## src/rtl/ili934x_wr_arbiter_if.sv

```systemverilog
// Requester-side and FIFO-side signals of the ILI934x write-item arbiter.
// Items are opaque ITEM_W-bit vectors (packed wr_item_t).
interface ili934x_wr_arbiter_if #(
  parameter int N_REQ  = 3,
  parameter int ITEM_W = 9
);
  localparam int ID_W = $clog2(N_REQ);

  logic [N_REQ-1:0]             req_valid;
  logic [N_REQ-1:0][ITEM_W-1:0] req_item;
  logic [N_REQ-1:0]             req_last;
  logic [N_REQ-1:0]             req_ready;
  logic                         fifo_valid;
  logic [ITEM_W-1:0]            fifo_item;
  logic                         fifo_ready;
  logic [ID_W-1:0]              grant_id;
  logic                         busy;
  logic                         abort;

  // master: requesters plus the FIFO's ready; slave: the arbiter itself
  modport master (
    output req_valid, req_item, req_last, fifo_ready,
    input  req_ready, fifo_valid, fifo_item, grant_id, busy, abort
  );

  modport slave (
    input  req_valid, req_item, req_last, fifo_ready,
    output req_ready, fifo_valid, fifo_item, grant_id, busy, abort
  );
endinterface

```

## src/rtl/ili934x_wr_arbiter.sv

```systemverilog
// Burst-atomic round-robin arbiter in front of the ILI934x write-item FIFO.
// Optional lock watchdog: define ILI934X_ARB_WATCHDOG_EN.
module ili934x_wr_arbiter #(
  parameter int N_REQ   = 3,
  parameter int TIMEOUT = 1024
) (
  input  logic                 clk,
  input  logic                 rst_n,
  ili934x_wr_arbiter_if.slave  bus
);
  localparam int ID_W = $clog2(N_REQ);

  typedef enum logic {ST_IDLE = 1'b0, ST_LOCKED = 1'b1} state_t;

  state_t          r_state;
  state_t          w_state_next;
  logic [ID_W-1:0] r_owner;
  logic [ID_W-1:0] w_owner_next;
  logic [ID_W-1:0] r_rr_ptr;
  logic [ID_W-1:0] w_rr_ptr_next;

  logic [ID_W-1:0] w_scan_idx;
  logic [ID_W-1:0] w_rr_sel;
  logic            w_rr_hit;
  logic [ID_W-1:0] w_sel;
  logic            w_any;
  logic            w_xfer;

  function automatic logic [ID_W-1:0] f_wrap_inc(input logic [ID_W-1:0] v);
    return (v == ID_W'(N_REQ - 1)) ? '0 : v + 1'b1;
  endfunction

`ifdef ILI934X_ARB_WATCHDOG_EN
  localparam int WD_W = $clog2(TIMEOUT) + 1;
  logic [WD_W-1:0] r_wd_cnt;
  logic [WD_W-1:0] w_wd_cnt_next;
  logic            r_abort;
  logic            w_abort_next;
`else
  logic w_unused_timeout;
  assign w_unused_timeout = (TIMEOUT > 0);
`endif

  // Round-robin scan starting at rr_ptr; falls back to owner when nobody asks
  always_comb begin
    w_scan_idx = r_rr_ptr;
    w_rr_sel   = r_owner;
    w_rr_hit   = 1'b0;
    for (int k = 0; k < N_REQ; k++) begin
      if (!w_rr_hit && bus.req_valid[w_scan_idx]) begin
        w_rr_hit = 1'b1;
        w_rr_sel = w_scan_idx;
      end
      w_scan_idx = f_wrap_inc(w_scan_idx);
    end
  end

  // State register
  always_ff @(posedge clk or negedge rst_n) begin
    if (!rst_n) begin
      r_state  <= ST_IDLE;
      r_owner  <= '0;
      r_rr_ptr <= '0;
`ifdef ILI934X_ARB_WATCHDOG_EN
      r_wd_cnt <= '0;
      r_abort  <= 1'b0;
`endif
    end else begin
      r_state  <= w_state_next;
      r_owner  <= w_owner_next;
      r_rr_ptr <= w_rr_ptr_next;
`ifdef ILI934X_ARB_WATCHDOG_EN
      r_wd_cnt <= w_wd_cnt_next;
      r_abort  <= w_abort_next;
`endif
    end
  end

  // Next-state logic
  always_comb begin
    w_state_next  = r_state;
    w_owner_next  = r_owner;
    w_rr_ptr_next = r_rr_ptr;
`ifdef ILI934X_ARB_WATCHDOG_EN
    w_abort_next  = 1'b0;
`endif
    case (r_state)
      ST_IDLE: begin
        if (w_xfer) begin
          if (bus.req_last[w_sel]) begin
            w_rr_ptr_next = f_wrap_inc(w_sel);
          end else begin
            w_state_next = ST_LOCKED;
            w_owner_next = w_sel;
          end
        end
      end
      ST_LOCKED: begin
        if (w_xfer && bus.req_last[r_owner]) begin
          w_state_next  = ST_IDLE;
          w_rr_ptr_next = f_wrap_inc(r_owner);
        end
`ifdef ILI934X_ARB_WATCHDOG_EN
        else if (!w_xfer && r_wd_cnt == WD_W'(TIMEOUT - 1)) begin
          w_state_next  = ST_IDLE;
          w_rr_ptr_next = f_wrap_inc(r_owner);
          w_abort_next  = 1'b1;
        end
`endif
      end
      default: w_state_next = ST_IDLE;
    endcase
`ifdef ILI934X_ARB_WATCHDOG_EN
    // Counts only stalled cycles of a lock that survives this cycle
    w_wd_cnt_next = (r_state == ST_LOCKED && !w_xfer && w_state_next == ST_LOCKED)
                    ? r_wd_cnt + 1'b1 : '0;
`endif
  end

  // Outputs: zero-latency datapath from the selected requester
  always_comb begin
    w_any          = |bus.req_valid;
    w_sel          = (r_state == ST_LOCKED) ? r_owner : w_rr_sel;
    bus.fifo_valid = bus.req_valid[w_sel];
    bus.fifo_item  = bus.req_item[w_sel];
    bus.grant_id   = w_sel;
    bus.busy       = (r_state == ST_LOCKED);
    w_xfer         = bus.req_valid[w_sel] && bus.fifo_ready;
  end

  generate
    for (genvar gi = 0; gi < N_REQ; gi++) begin : g_ready
      assign bus.req_ready[gi] = bus.fifo_ready && (w_sel == ID_W'(gi)) &&
                                 (r_state == ST_LOCKED || w_any);
    end
  endgenerate

`ifdef ILI934X_ARB_WATCHDOG_EN
  assign bus.abort = r_abort;
`else
  assign bus.abort = 1'b0;
`endif
endmodule
```

## src/flat_wrapper.sv

```systemverilog
// flat-port wrapper written by rule: the top's interface ports become plain ports
module ili934x_wr_arbiter_flat 
#(
  parameter int N_REQ   = 3,
  parameter int TIMEOUT = 1024
)
  (clk, rst_n, bus_req_valid, bus_req_item, bus_req_last, bus_fifo_ready, bus_req_ready, bus_fifo_valid, bus_fifo_item, bus_grant_id, bus_busy, bus_abort);
  ili934x_wr_arbiter_if #(.N_REQ(N_REQ)) bus_i ();
  input  logic clk;
  input  logic rst_n;
  input wire logic [$bits(bus_i.req_valid)-1:0] bus_req_valid;
  input wire logic [$bits(bus_i.req_item)-1:0] bus_req_item;
  input wire logic [$bits(bus_i.req_last)-1:0] bus_req_last;
  input wire logic [$bits(bus_i.fifo_ready)-1:0] bus_fifo_ready;
  output wire logic [$bits(bus_i.req_ready)-1:0] bus_req_ready;
  output wire logic [$bits(bus_i.fifo_valid)-1:0] bus_fifo_valid;
  output wire logic [$bits(bus_i.fifo_item)-1:0] bus_fifo_item;
  output wire logic [$bits(bus_i.grant_id)-1:0] bus_grant_id;
  output wire logic [$bits(bus_i.busy)-1:0] bus_busy;
  output wire logic [$bits(bus_i.abort)-1:0] bus_abort;
  assign bus_i.req_valid = bus_req_valid;
  assign bus_i.req_item = bus_req_item;
  assign bus_i.req_last = bus_req_last;
  assign bus_i.fifo_ready = bus_fifo_ready;
  assign bus_req_ready = bus_i.req_ready;
  assign bus_fifo_valid = bus_i.fifo_valid;
  assign bus_fifo_item = bus_i.fifo_item;
  assign bus_grant_id = bus_i.grant_id;
  assign bus_busy = bus_i.busy;
  assign bus_abort = bus_i.abort;
  ili934x_wr_arbiter #(.N_REQ(N_REQ), .TIMEOUT(TIMEOUT)) u_core (.clk(clk), .rst_n(rst_n), .bus(bus_i));
endmodule
```

## config.mk

```make
export PLATFORM = sky130hd
export DESIGN_NAME = ili934x_wr_arbiter_flat
export DESIGN_NICKNAME = d
export VERILOG_FILES = /design/src/rtl/ili934x_wr_arbiter_if.sv /design/src/rtl/ili934x_wr_arbiter.sv /design/src/flat_wrapper.sv
export SDC_FILE = /design/constraint.sdc
export NUM_CORES = 1
export LEC_CHECK = 0
export BUFFER_PORTS_ARGS = -buffer_cell sky130_fd_sc_hd__buf_2
export CORE_MARGIN = 3
export CORE_UTILIZATION = 35
export CTS_CLUSTER_DIAMETER = 50
export DETAILED_ROUTE_END_ITERATION = 10
export PLACE_DENSITY = 0.75
export SETUP_SLACK_MARGIN = 0.02
export SLEW_MARGIN = 15
export SYNTH_ARGS = -nofsm -noshare
export SYNTH_HDL_FRONTEND = slang
export SYNTH_SLANG_ARGS = --single-unit
```

## constraint.sdc

```tcl
create_clock -name clk -period 3.9 [get_ports clk]
set_clock_uncertainty 0.2 [all_clocks]
set_input_delay 0.78 -clock clk [delete_from_list [all_inputs] [get_ports clk]]
set_output_delay 0.78 -clock clk [all_outputs]
set_load 0.02 [all_outputs]
```

### After elaboration in Yosys (flattened, before gate mapping)

Index checks and enable logic that the tools add are counted.

| operators by class | value |
|---|---|
| muxes and demuxes | 32 |
| $add $sub $neg | 4 |
| $lt $le $gt $ge | 5 |
| reduce and logical (&&, ||, !) cells | 17 |
| eq/ne operators | 8 |
| bitwise gates (word level) | 2 |

Operator list:

| cell | count |
|---|---|
| $mux W2 | 11 |
| $bmux W9 S2 | 1 |
| $lt A2 B3 Y1 const B | 5 |
| $bmux W1 S2 | 6 |
| $mux W1 | 11 |
| $logic_and A1 B1 Y1 | 10 |
| $mux W9 | 1 |
| $add A2 B1 Y2 const B | 4 |
| $eq A2 B2 Y1 const B | 4 |
| $reduce_and A3 Y1 | 2 |
| $ne A2 B1 Y1 const B | 2 |
| $pmux W2 S2 | 1 |
| $reduce_or A3 Y1 | 1 |
| $eq A2 B1 Y1 const B | 1 |
| $logic_not A1 Y1 | 2 |
| $logic_not A2 Y1 | 1 |
| $ne A2 B2 Y1 const B | 1 |
| $not A1 Y1 | 2 |
| $pmux W1 S2 | 1 |
| $logic_or A1 B1 Y1 | 1 |

| storage, ports and cells | value |
|---|---|
| input bits | 36 |
| logic and storage cells | 71 |
| register bits | 5 |

### Depth between registers and ports, before layout

Gate-level depths: netlist of run 1.

| logic depth | value |
|---|---|
| word-level depth | 16 |
| mapped depth | 9 |
| gate-level depth less buffers | 7 |

### Least setup slack after synthesis of run 1

OpenSTA, ideal clock, no wires.

| timing path | value |
|---|---|
| path type | input port to output port |
| start | input port bus_req_valid[0] |
| end | output port bus_req_ready[0] |
| path slack | 708 ps |
| arrival time | 2212 ps |
| path buffers | 1 |
| required time | 2920 ps |
| stages | 6 |
| cells stage by stage | nand2b_1 -> a221oi_1 -> o31ai_2 -> inv_2 -> clkbuf_1 -> nor3_1 |

| on the way | value |
|---|---|
| longest elaborated chain between the ends | 13 |

RTL lines:

| what | RTL line | RTL |
|---|---|---|
| start, declared | flat_wrapper.sv:11 | `input wire logic [$bits(bus_i.req_valid)-1:0] bus_req_valid;` |
| $bmux W1 S2 | ili934x_wr_arbiter.sv:50 | `if (!w_rr_hit && bus.req_valid[w_scan_idx]) begin` |
| $mux W1 (not written as such) | ili934x_wr_arbiter.sv:50 |  |
| $mux W1 | ili934x_wr_arbiter.sv:50 |  |
| $logic_not A1 Y1 | ili934x_wr_arbiter.sv:50 |  |
| $logic_and A1 B1 Y1 | ili934x_wr_arbiter.sv:50 |  |
| $mux W1 | ili934x_wr_arbiter.sv:50 |  |
| $logic_not A1 Y1 | ili934x_wr_arbiter.sv:50 |  |
| $logic_and A1 B1 Y1 | ili934x_wr_arbiter.sv:50 |  |
| $mux W2 * | ili934x_wr_arbiter.sv:50 |  |
| $mux W2 * | ili934x_wr_arbiter.sv:123 | `w_sel = (r_state == ST_LOCKED) ? r_owner : w_rr_sel;` |
| net bus_grant_id[1] | flat_wrapper.sv:18 | `output wire logic [$bits(bus_i.grant_id)-1:0] bus_grant_id;` |
| $logic_not A2 Y1 * | ili934x_wr_arbiter.sv:133 | `assign bus.req_ready[gi] = bus.fifo_ready && (w_sel == ID_W'(gi)) &&` |
| $logic_and A1 B1 Y1 * (2 in series) | ili934x_wr_arbiter.sv:133 |  |
| end, declared | flat_wrapper.sv:15 | `output wire logic [$bits(bus_i.req_ready)-1:0] bus_req_ready;` |

Mark *: on every way through the listed nets, which the timed path passes. The rest lies on a longest branch. The select of a mux whose other input is x is not followed.

### Final worst setup path of run 1

| timing path | value |
|---|---|
| start | input port bus_req_valid[0] |
| end | output port bus_fifo_valid |

| on the way | value |
|---|---|
| longest elaborated chain between the ends | 12 |

RTL lines:

| what | RTL line | RTL |
|---|---|---|
| $bmux W1 S2 | ili934x_wr_arbiter.sv:50 |  |
| $mux W1 (not written as such) | ili934x_wr_arbiter.sv:50 |  |
| $mux W1 | ili934x_wr_arbiter.sv:50 |  |
| $logic_not A1 Y1 | ili934x_wr_arbiter.sv:50 |  |
| $logic_and A1 B1 Y1 | ili934x_wr_arbiter.sv:50 |  |
| $mux W1 | ili934x_wr_arbiter.sv:50 |  |
| $logic_not A1 Y1 | ili934x_wr_arbiter.sv:50 |  |
| $logic_and A1 B1 Y1 | ili934x_wr_arbiter.sv:50 |  |
| $mux W2 | ili934x_wr_arbiter.sv:50 |  |
| $mux W2 | ili934x_wr_arbiter.sv:123 |  |
| $bmux W1 S2 * | ili934x_wr_arbiter.sv:124 | `bus.fifo_valid = bus.req_valid[w_sel];` |
| $mux W1 (not written as such) * | ili934x_wr_arbiter.sv:124 |  |
| end, declared | flat_wrapper.sv:16 | `output wire logic [$bits(bus_i.fifo_valid)-1:0] bus_fifo_valid;` |

Mark *: on every way between the ends. The rest lies on a longest branch, timed or not. The select of a mux whose other input is x is not followed.

==> impl_metrics.toml, run 1 <==
[global_route]
grt_pass1_wl_um = 3210
grt_pass1_vias = 738
grt_max_degree = 16
grt_overflow = 0
grt_util_all_layers = 0.167
antenna_found_initial = 0

[clock_network]
cts_root_buf = "clkbuf_4"
numCtsBuffers = 3
cts_tree = "yes"
worstSkewPairLatency_ns = 0.24
clock-sinks = 5
hold_buffers = 0
clockBufferDepth = 2
clkSlewWorstSetupHoldPaths_ns = 0.04
htree_levels = 1
cts_resized = 0
cts_setup_buffers = 0

[yosys]
ys_async_sr_fraction = 1.00
synth.most_common_cell = "mux2i_1"
avgSynthCellArea_um2 = 8.32
synth-edff-count = 0
netlist_instances = 77
syn-num-nets = 113
synth_warnings = 0
ys_top_cells_by_area = "mux2i_1 20%, dfrtp_1 20%, o21ai_0 7.8%"
synth_top_area_cell = "mux2i_1"
synthFlopType = "dfrtp_1"
yosys.area.top_type_share = 0.203
yosysSeqAreaShare = 0.195
netlist_area_um2 = 641
synth.ff_latch_count = 5
yosysUniqueCellTypes = 26
synth_commonest_cells = "13 x mux2i_1, 11 x nand2_1, 10 x o21ai_0, 5 x dfrtp_1"

[layout]
syn2layout_area_growth_pct = 44.7
drive_gt1_frac = 0.492
final_util = 0.575
final_cells = 152
n_fill_cell = 174
nets = 165
fin_area_um2 = 927
n_antenna_cell = 0

[timing]
fin_ws_ns = 0.541
holdWs_ns = 0.153
slew_headroom = 0.655
tightestPinTransition_ns = 0.512
tns_ns = 0
finalCriticalPeriod_ns = 3.36
fmax_mhz = 298
rsz0062_at_grt = "no"
slew_viol_final = 0
setup_viol = 0
finalHoldViolations = 0
post-route-period-util = 0.861

[pwr]
pwr-share-clk = 0.071
peakVddDrop_mv = 0.548
pwr_density_cell_nw_per_um2 = 878
power_mw = 0.814
swShare = 0.559
p_int_mw = 0.359
p_seq_frac = 0.141
power.leakage_nw = 0.479
switchingPower_mw = 0.455
p_comb_frac = 0.788

[route]
drt-initial-drc-count = 12
route.detailed.drc = 0
wl_um = 1990
final_antenna_net_count = 0
vias_per_cell = 5.07
vias = 770
detail_route.wl_per_cell_um = 13.1
firstDrtPassIters = 4

[floorplanning]
die_y_um = 48.8
die_w_um = 48.8
die-area_um2 = 2380
coreArea_um2 = 1610
std_cell_rows = 14
ioPinCount = 53
start_util = 0.398

[status]
run_status = "complete, no violations"

[placement]
gp_congestion = 0.766
dpl.cell_count = 148
place_ws_ns = 0.529
portBuffers = 51
placed_area_um2 = 901

[run]
max-cap-violations = 0

[worst_setup_path]
arrival_ns = 2.38
worstPathMaxFanout = 11
critPathCaptureType = "primary output"
cp.required_ns = 2.92
crit_type = "primary input to primary output"
start_kind = "primary input"

[min_path]
min_path_type = "primary input to async pin"
==> worst max-delay path: stages <==
cell and delay, ns:
buf_2 0.13, nand2b_1 0.14, a221oi_1 0.32, o31ai_2 0.16, nor2_2 0.44, o2bb2ai_2 0.20, buf_2 0.21
==> kinds of logic after synthesis <==
kind of cell	share of synthesized area
buffers and inverters	0.0937
DFF	0.195
and+or+nand+nor	0.223
muxes	0.256
AOI/OAI and AO/OA	0.227
other	0.00585
==> metal layers <==
| layer | vias up | track usage | share of wire |
|---|---|---|---|
| met5 | - | 0 | 0 |
| met4 | 0 | 0.0474 | 0 |
| met3 | 0 | 0.0398 | 0.044 |
| met2 | 22 | 0.333 | 0.58 |
| met1 | 369 | 0.168 | 0.37 |
| li1 | 379 | - | - |
==> sequential cells by signal, summed over array words and instances (netlist names) <==
name             flops
u_core.r_rr_ptr      2
u_core.r_owner       2
u_core.bus.busy      1
==> final cells by class <==
type                       instances  area, um2  share of cell area
tap                               24       30.0              0.0324
timing repair buffer              52        263               0.283
inverter                           5       18.8              0.0202
multi-input combinational         62        464               0.501
sequential                         5        125               0.135
clock buffer                       4       26.3              0.0283
==> cell usage in the layout, fill, tap and decap left out, drive strengths merged <==
master | synthesis | final
a21o | 1 | 1
a21oi | 1 | 1
a221oi | 1 | 1
a32oi | 1 | 1
buf | 4 | 52
clkbuf | 1 | 4
conb | 1 | 1
dfrtp | 5 | 5
inv | 5 | 5
mux2 | 3 | 3
mux2i | 13 | 13
nand2 | 11 | 11
nand2b | 4 | 4
nand3 | 2 | 2
nand3b | 1 | 1
nor2 | 4 | 4
nor3 | 2 | 2
nor4b | 1 | 1
o21ai | 10 | 10
o2bb2ai | 2 | 2
o31ai | 2 | 2
o41ai | 1 | 1
or2b | 1 | 1
==> power by group through the flow <==
stage | Sequential [mW] | Clock (mW) | Combinational [mW]
finish | 0.115 | 0.0575 | 0.641
CTS | 0.116 | 0.0614 | 0.648
detailed placement | 0.117 | 0 | 0.646
global route | 0.120 | 0.0671 | 0.691
global placement | 0.115 | 0 | 0.633
floorplan | 0.110 | 0 | 0.487
==> worst paths after layout <==
| path | startpoint | to | slack [ns] | depth (start not counted) |
|---|---|---|---|---|
| worst max-delay path | bus_req_valid[0] | bus_fifo_valid | 0.54 | 7 |
| worst min-delay path | rst_n | u_core.r_rr_ptr[1]$_DFFE_PN0P_ | 0.15 | 1 |
| worst max register to register | u_core.r_rr_ptr[0]$_DFFE_PN0P_ | u_core.r_owner[0]$_DFFE_PN0P_ | 1.16 | 8 |
| worst min register to register | u_core.r_rr_ptr[0]$_DFFE_PN0P_ | u_core.r_rr_ptr[0]$_DFFE_PN0P_ | 0.33 | 1 |
| max in group asynchronous | rst_n | u_core.r_owner[0]$_DFFE_PN0P_ | 3.21 | 1 |
| min in group clk | u_core.r_rr_ptr[0]$_DFFE_PN0P_ | u_core.r_rr_ptr[0]$_DFFE_PN0P_ | 0.33 | 1 |
Power figures use the tool's default switching activity.
==> run 2: changes to the inputs <==
--- a/config.mk
+++ b/config.mk
@@ -7,10 +7,10 @@
 export LEC_CHECK = 0
 export BUFFER_PORTS_ARGS = -buffer_cell sky130_fd_sc_hd__buf_2
 export CORE_MARGIN = 3
-export CORE_UTILIZATION = 35
+export CORE_UTILIZATION = 41
 export CTS_CLUSTER_DIAMETER = 50
 export DETAILED_ROUTE_END_ITERATION = 10
-export PLACE_DENSITY = 0.75
+export PLACE_DENSITY = 0.85
 export SETUP_SLACK_MARGIN = 0.02
 export SLEW_MARGIN = 15
 export SYNTH_ARGS = -nofsm -noshare
==> run 2 against run 1 <==
Net effect:
- largest power group unchanged
- design area down 1.2%
- critical endpoint is now bus_fifo_item[1]
- register-to-register slack gained 0.09 ns
- combinational power barely moved
- critical path type unchanged
==> impl_metrics.toml, run 2 (same netlist as run 1, synthesis figures left out) <==
[route]
wl_met1_um = 746
wl_um = 1970
wl_met2_um = 1090
routed-wl-met3_um = 108
final_antenna_net_count = 0
firstDrtPassIters = 3
vias = 737
drt-initial-drc-count = 9
route.detailed.drc = 0
detail_route.wl_per_cell_um = 13.8
vias_per_cell = 5.15
highest_layer = "met4"

[worst_setup_path]
arrival_ns = 2.40
r2r_slack_ns = 1.25
cp-endpoint = "bus_fifo_item[1]"
crit_start = "bus_req_valid[0]"
worstPathMaxFanout = 11
critPathCaptureType = "primary output"
cp.required_ns = 2.92
crit_type = "primary input to primary output"
reg2reg_to = "u_core.r_owner[1]$_DFFE_PN0P_"
start_kind = "primary input"
reg2reg_depth = 7
timing.rr.start = "u_core.r_rr_ptr[1]$_DFFE_PN0P_"

[layout]
n_antenna_cell = 0
syn2layout_area_growth_pct = 43.0
mostFrequentLayoutCells = "51 x buf_2, 13 x mux2i_1, 11 x nand2_1"
drive_gt1_frac = 0.492
nets = 165
layout_commonest_cell = "buf_2"

[clock_network]
clockBufferDepth = 2
numCtsBuffers = 3
cts_setup_buffers = 0
worstSkewPairLatency_ns = 0.24
hold_buffers = 0
clock-sinks = 5
htree_levels = 1
cts_resized = 0
cts_tree = "yes"
cts_root_buf = "clkbuf_4"
clkSlewWorstSetupHoldPaths_ns = 0.05

[pwr]
pwr_density_cell_nw_per_um2 = 892
peakVddDrop_mv = 0.488
power.leakage_nw = 0.479

[timing]
fin_ws_ns = 0.521
slew_viol_final = 0
finalCriticalPeriod_ns = 3.38
tns_ns = 0
rsz0062_at_grt = "no"
tightestPinTransition_ns = 0.499
post-route-period-util = 0.866
finalHoldViolations = 0
setup_viol = 0
fmax_mhz = 296
slew_headroom = 0.663

[global_route]
grt_overflow = 0
grt_pass1_wl_um = 3170
grt_pass1_vias = 732
grt_max_degree = 16
antenna_found_initial = 0
grt_util_all_layers = 0.210

[floorplanning]
start_util = 0.463
std_cell_rows = 13
die_y_um = 45.5
ioPinCount = 53
die_w_um = 45.5
die-area_um2 = 2070
coreArea_um2 = 1380

[placement]
gp_congestion = 0.801
portBuffers = 51
hpwl_um = 1670
place_ws_ns = 0.516

[run]
max-cap-violations = 0

[min_path]
min_path_type = "primary input to async pin"

[status]
run_status = "complete, no violations"
==> run 2: cell counts in the layout (fill, tap and decap cells not counted) <==
No cell type changed its count.
==> run 2: where the power goes <==
part	total, mW	internal [mW]	switching (mW)
registers	0.116	0.0773	0.0389
clock network	0.0582	0.0386	0.0197
logic	0.643	0.243	0.400
==> run 2: final cells by class <==
cell class	instances	area [um2]
fillers	120	467
well taps	15	18.8
clock buffers	4	26.3
repair buffers	52	263
inverters	5	18.8
multi-input cells	62	464
flip-flops and latches	5	125
==> run 2: worst max-delay path: stages <==
cell and delay, ns:
buf_2 0.13, nand2b_1 0.14, a221oi_1 0.34, o31ai_2 0.17, nor2_2 0.42, nand2_1 0.11, o21ai_0 0.11, buf_2 0.21
==> run 2: routing by layer <==
metal / global-route usage / vias up
met3: 0.0593 / 2
met1: 0.213 / 329
met5: 0 / -
met4: 0.0409 / 0
li1: - / 382
met2: 0.412 / 24
==> run 2: how the worst min path moves through the flow <==
stage                                     end  slack [ns]  cells after the start
3_3_place_gp   u_core.r_rr_ptr[0]$_DFFE_PN0P_        0.32                      1
4_1_cts         u_core.r_owner[1]$_DFFE_PN0P_        0.14                      1
3_5_place_dp   u_core.r_rr_ptr[0]$_DFFE_PN0P_        0.33                      1
6_report        u_core.r_owner[1]$_DFFE_PN0P_        0.14                      1
2_1_floorplan       u_core.bus.busy$_DFF_PN0_        0.28                      0
5_1_grt        u_core.r_rr_ptr[1]$_DFFE_PN0P_        0.14                      1
==> run 2: through the flow <==
stage               hold slack (ns)  utilization  power (mW)  instances  area (um2)
global placement              0.324        0.643       0.740        139         890
detailed placement            0.329        0.643       0.761        139         890
global route                  0.141        0.662       0.882        143         916
floorplan                     0.284            -       0.597         77         641
CTS                           0.140        0.662       0.823        143         916
finish                        0.143        0.662       0.817        143         916
==> run 3: changes to the inputs <==
--- a/config.mk
+++ b/config.mk
@@ -6,11 +6,13 @@
 export NUM_CORES = 1
 export LEC_CHECK = 0
 export BUFFER_PORTS_ARGS = -buffer_cell sky130_fd_sc_hd__buf_2
+export CELL_PAD_IN_SITES_DETAIL_PLACEMENT = 1
+export CELL_PAD_IN_SITES_GLOBAL_PLACEMENT = 2
 export CORE_MARGIN = 3
-export CORE_UTILIZATION = 41
+export CORE_UTILIZATION = 20
 export CTS_CLUSTER_DIAMETER = 50
 export DETAILED_ROUTE_END_ITERATION = 10
-export PLACE_DENSITY = 0.85
+export PLACE_DENSITY = 0.84
 export SETUP_SLACK_MARGIN = 0.02
 export SLEW_MARGIN = 15
 export SYNTH_ARGS = -nofsm -noshare
==> run 3 against run 2 <==
Net effect:
- global-route usage shrank 9.7 points
- die area grew 89%
- largest power group unchanged
- non-clock buffer count is the same
- largest cell class unchanged
- hold slack gained 0.0024 ns
- critical path depth is the same
- flip-flop and latch count is the same
- via count grew 4.1%
- combinational power grew 0.6%
- wire length grew 9.8%
- worst setup slack is essentially flat
- core utilization shrank 34 points
- clock-buffer cell count is the same
==> impl_metrics.toml, run 3 (same netlist as run 1, synthesis figures left out) <==
[layout]
n_fill_cell = 383
final_util = 0.327
n_antenna_cell = 0
multi_input_area_um2 = 464
layout_commonest_cell = "buf_2"
nets = 165
fin_area_um2 = 950
regArea_um2 = 125
drive_gt1_frac = 0.492
mostFrequentLayoutCells = "51 x buf_2, 13 x mux2i_1, 11 x nand2_1"
syn2layout_area_growth_pct = 48.2

[worst_setup_path]
path_buf_inv = 3
cpMaxStageDelayCell = "o31ai_4"
critPathCaptureType = "primary output"
arrival_ns = 2.40
path_common_cell = "buf_2"
r2r_slack_ns = 1.16
crit_family = "compound AO/OA/AOI/OAI gates"
worstPathMaxFanout = 11
start_kind = "primary input"
crit_type = "primary input to primary output"
cp.required_ns = 2.92
critPathMaxStageDelay_ns = 0.45
path_cells = "buf_2, nand2b_1, a32oi_1, o31ai_4, buf_4, mux2i_1, o21ai_0, buf_2"

[timing]
tightestPinTransition_ns = 0.619
tns_ns = 0
slew_headroom = 0.582
rsz0062_at_grt = "no"
finalHoldViolations = 0
slew_viol_final = 0
fmax_mhz = 296
setup_viol = 0
post-route-period-util = 0.866
finalCriticalPeriod_ns = 3.38
fin_ws_ns = 0.521

[clock_network]
clockBufferDepth = 2
worstSkewPairLatency_ns = 0.24
cts_setup_buffers = 0
hold_buffers = 0
htree_levels = 1
cts_tree = "yes"
numCtsBuffers = 3
cts_root_buf = "clkbuf_4"
clock-sinks = 5
cts_resized = 0
clkSlewWorstSetupHoldPaths_ns = 0.04

[min_path]
min_path_type = "primary input to async pin"

[run]
max-cap-violations = 0

[floorplanning]
die_w_um = 62.6
coreArea_um2 = 2900
die-area_um2 = 3920
ioPinCount = 53
std_cell_rows = 19
die_y_um = 62.6
start_util = 0.221

[pwr]
p_int_mw = 0.359
p_comb_frac = 0.788
switchingPower_mw = 0.462
peakVddDrop_mv = 0.223
power.leakage_nw = 0.479
p_seq_frac = 0.139
pwr_density_cell_nw_per_um2 = 865
swShare = 0.563
pwr-share-clk = 0.072

[route]
routed-wl-met3_um = 194
firstDrtPassIters = 4
wl_met1_um = 928
drt-initial-drc-count = 38
route.detailed.drc = 0
vias = 767
wl_met2_um = 1040
highest_layer = "met3"
final_antenna_net_count = 0
wl_um = 2160
vias_per_cell = 4.51
detail_route.wl_per_cell_um = 12.7

[placement]
hpwl_um = 1810
placed_area_um2 = 923
place_ws_ns = 0.494
portBuffers = 51
gp_congestion = 0.815

[global_route]
grt_max_degree = 16
grt_util_all_layers = 0.113
grt_overflow = 0
grt_pass1_wl_um = 3710
antenna_found_initial = 0
grt_pass1_vias = 842

[status]
run_status = "complete, no violations"
run 3: cell counts in the layout (fill, tap and decap cells not counted):
No cell type changed its count.
run 3: through the flow:
| stage | total power [mW] | cells | hold WS (ns) |
|---|---|---|---|
| after global routing | 0.897 | 170 | 0.135 |
| after global placement | 0.762 | 166 | 0.332 |
| after detailed placement | 0.776 | 166 | 0.342 |
| after floorplan | 0.597 | 77 | 0.284 |
| final | 0.821 | 170 | 0.145 |
| after CTS | 0.842 | 170 | 0.140 |
run 3: metal layers:
metal  up-vias  GRT usage
met4         0     0.0579
met2        45      0.196
met5         -          0
li1        377          -
met1       345      0.126
met3         0     0.0288
run 3: layout make-up:
class | instances | share of cell area
tap | 42 | 0.0553
clock buffer | 4 | 0.0277
inverter | 5 | 0.0198
multi-input combinational | 62 | 0.489
sequential | 5 | 0.132
timing repair buffer | 52 | 0.277
run 3: final timing paths:
kind | end | cells past startpoint | start
setup reg to reg | u_core.r_owner[1]$_DFFE_PN0P_ | 8 | u_core.r_rr_ptr[0]$_DFFE_PN0P_
hold / removal | u_core.bus.busy$_DFF_PN0_ | 1 | rst_n
hold reg to reg | u_core.r_rr_ptr[0]$_DFFE_PN0P_ | 1 | u_core.r_rr_ptr[0]$_DFFE_PN0P_
min in group clk | u_core.r_rr_ptr[0]$_DFFE_PN0P_ | 1 | u_core.r_rr_ptr[0]$_DFFE_PN0P_
max in group asynchronous | u_core.r_owner[0]$_DFFE_PN0P_ | 1 | rst_n
setup / recovery | bus_fifo_item[2] | 8 | bus_req_valid[2]
run 3: power groups by stage:
| stage | clock network [mW] | logic (mW) | registers [mW] |
|---|---|---|---|
| after floorplan | 0 | 0.487 | 0.110 |
| after global placement | 0 | 0.649 | 0.113 |
| after detailed placement | 0 | 0.662 | 0.115 |
| after CTS | 0.0624 | 0.666 | 0.114 |
| after global routing | 0.0682 | 0.708 | 0.121 |
| final | 0.0594 | 0.647 | 0.115 |
run 3: worst register-to-register path, delay by kind of cell, from the launching register on:
kind	cells	cell delay [ns]
compound gates	3	0.69
mux	2	0.61
simple gates	2	0.44
flops	1	0.37
buf+inv	1	0.31
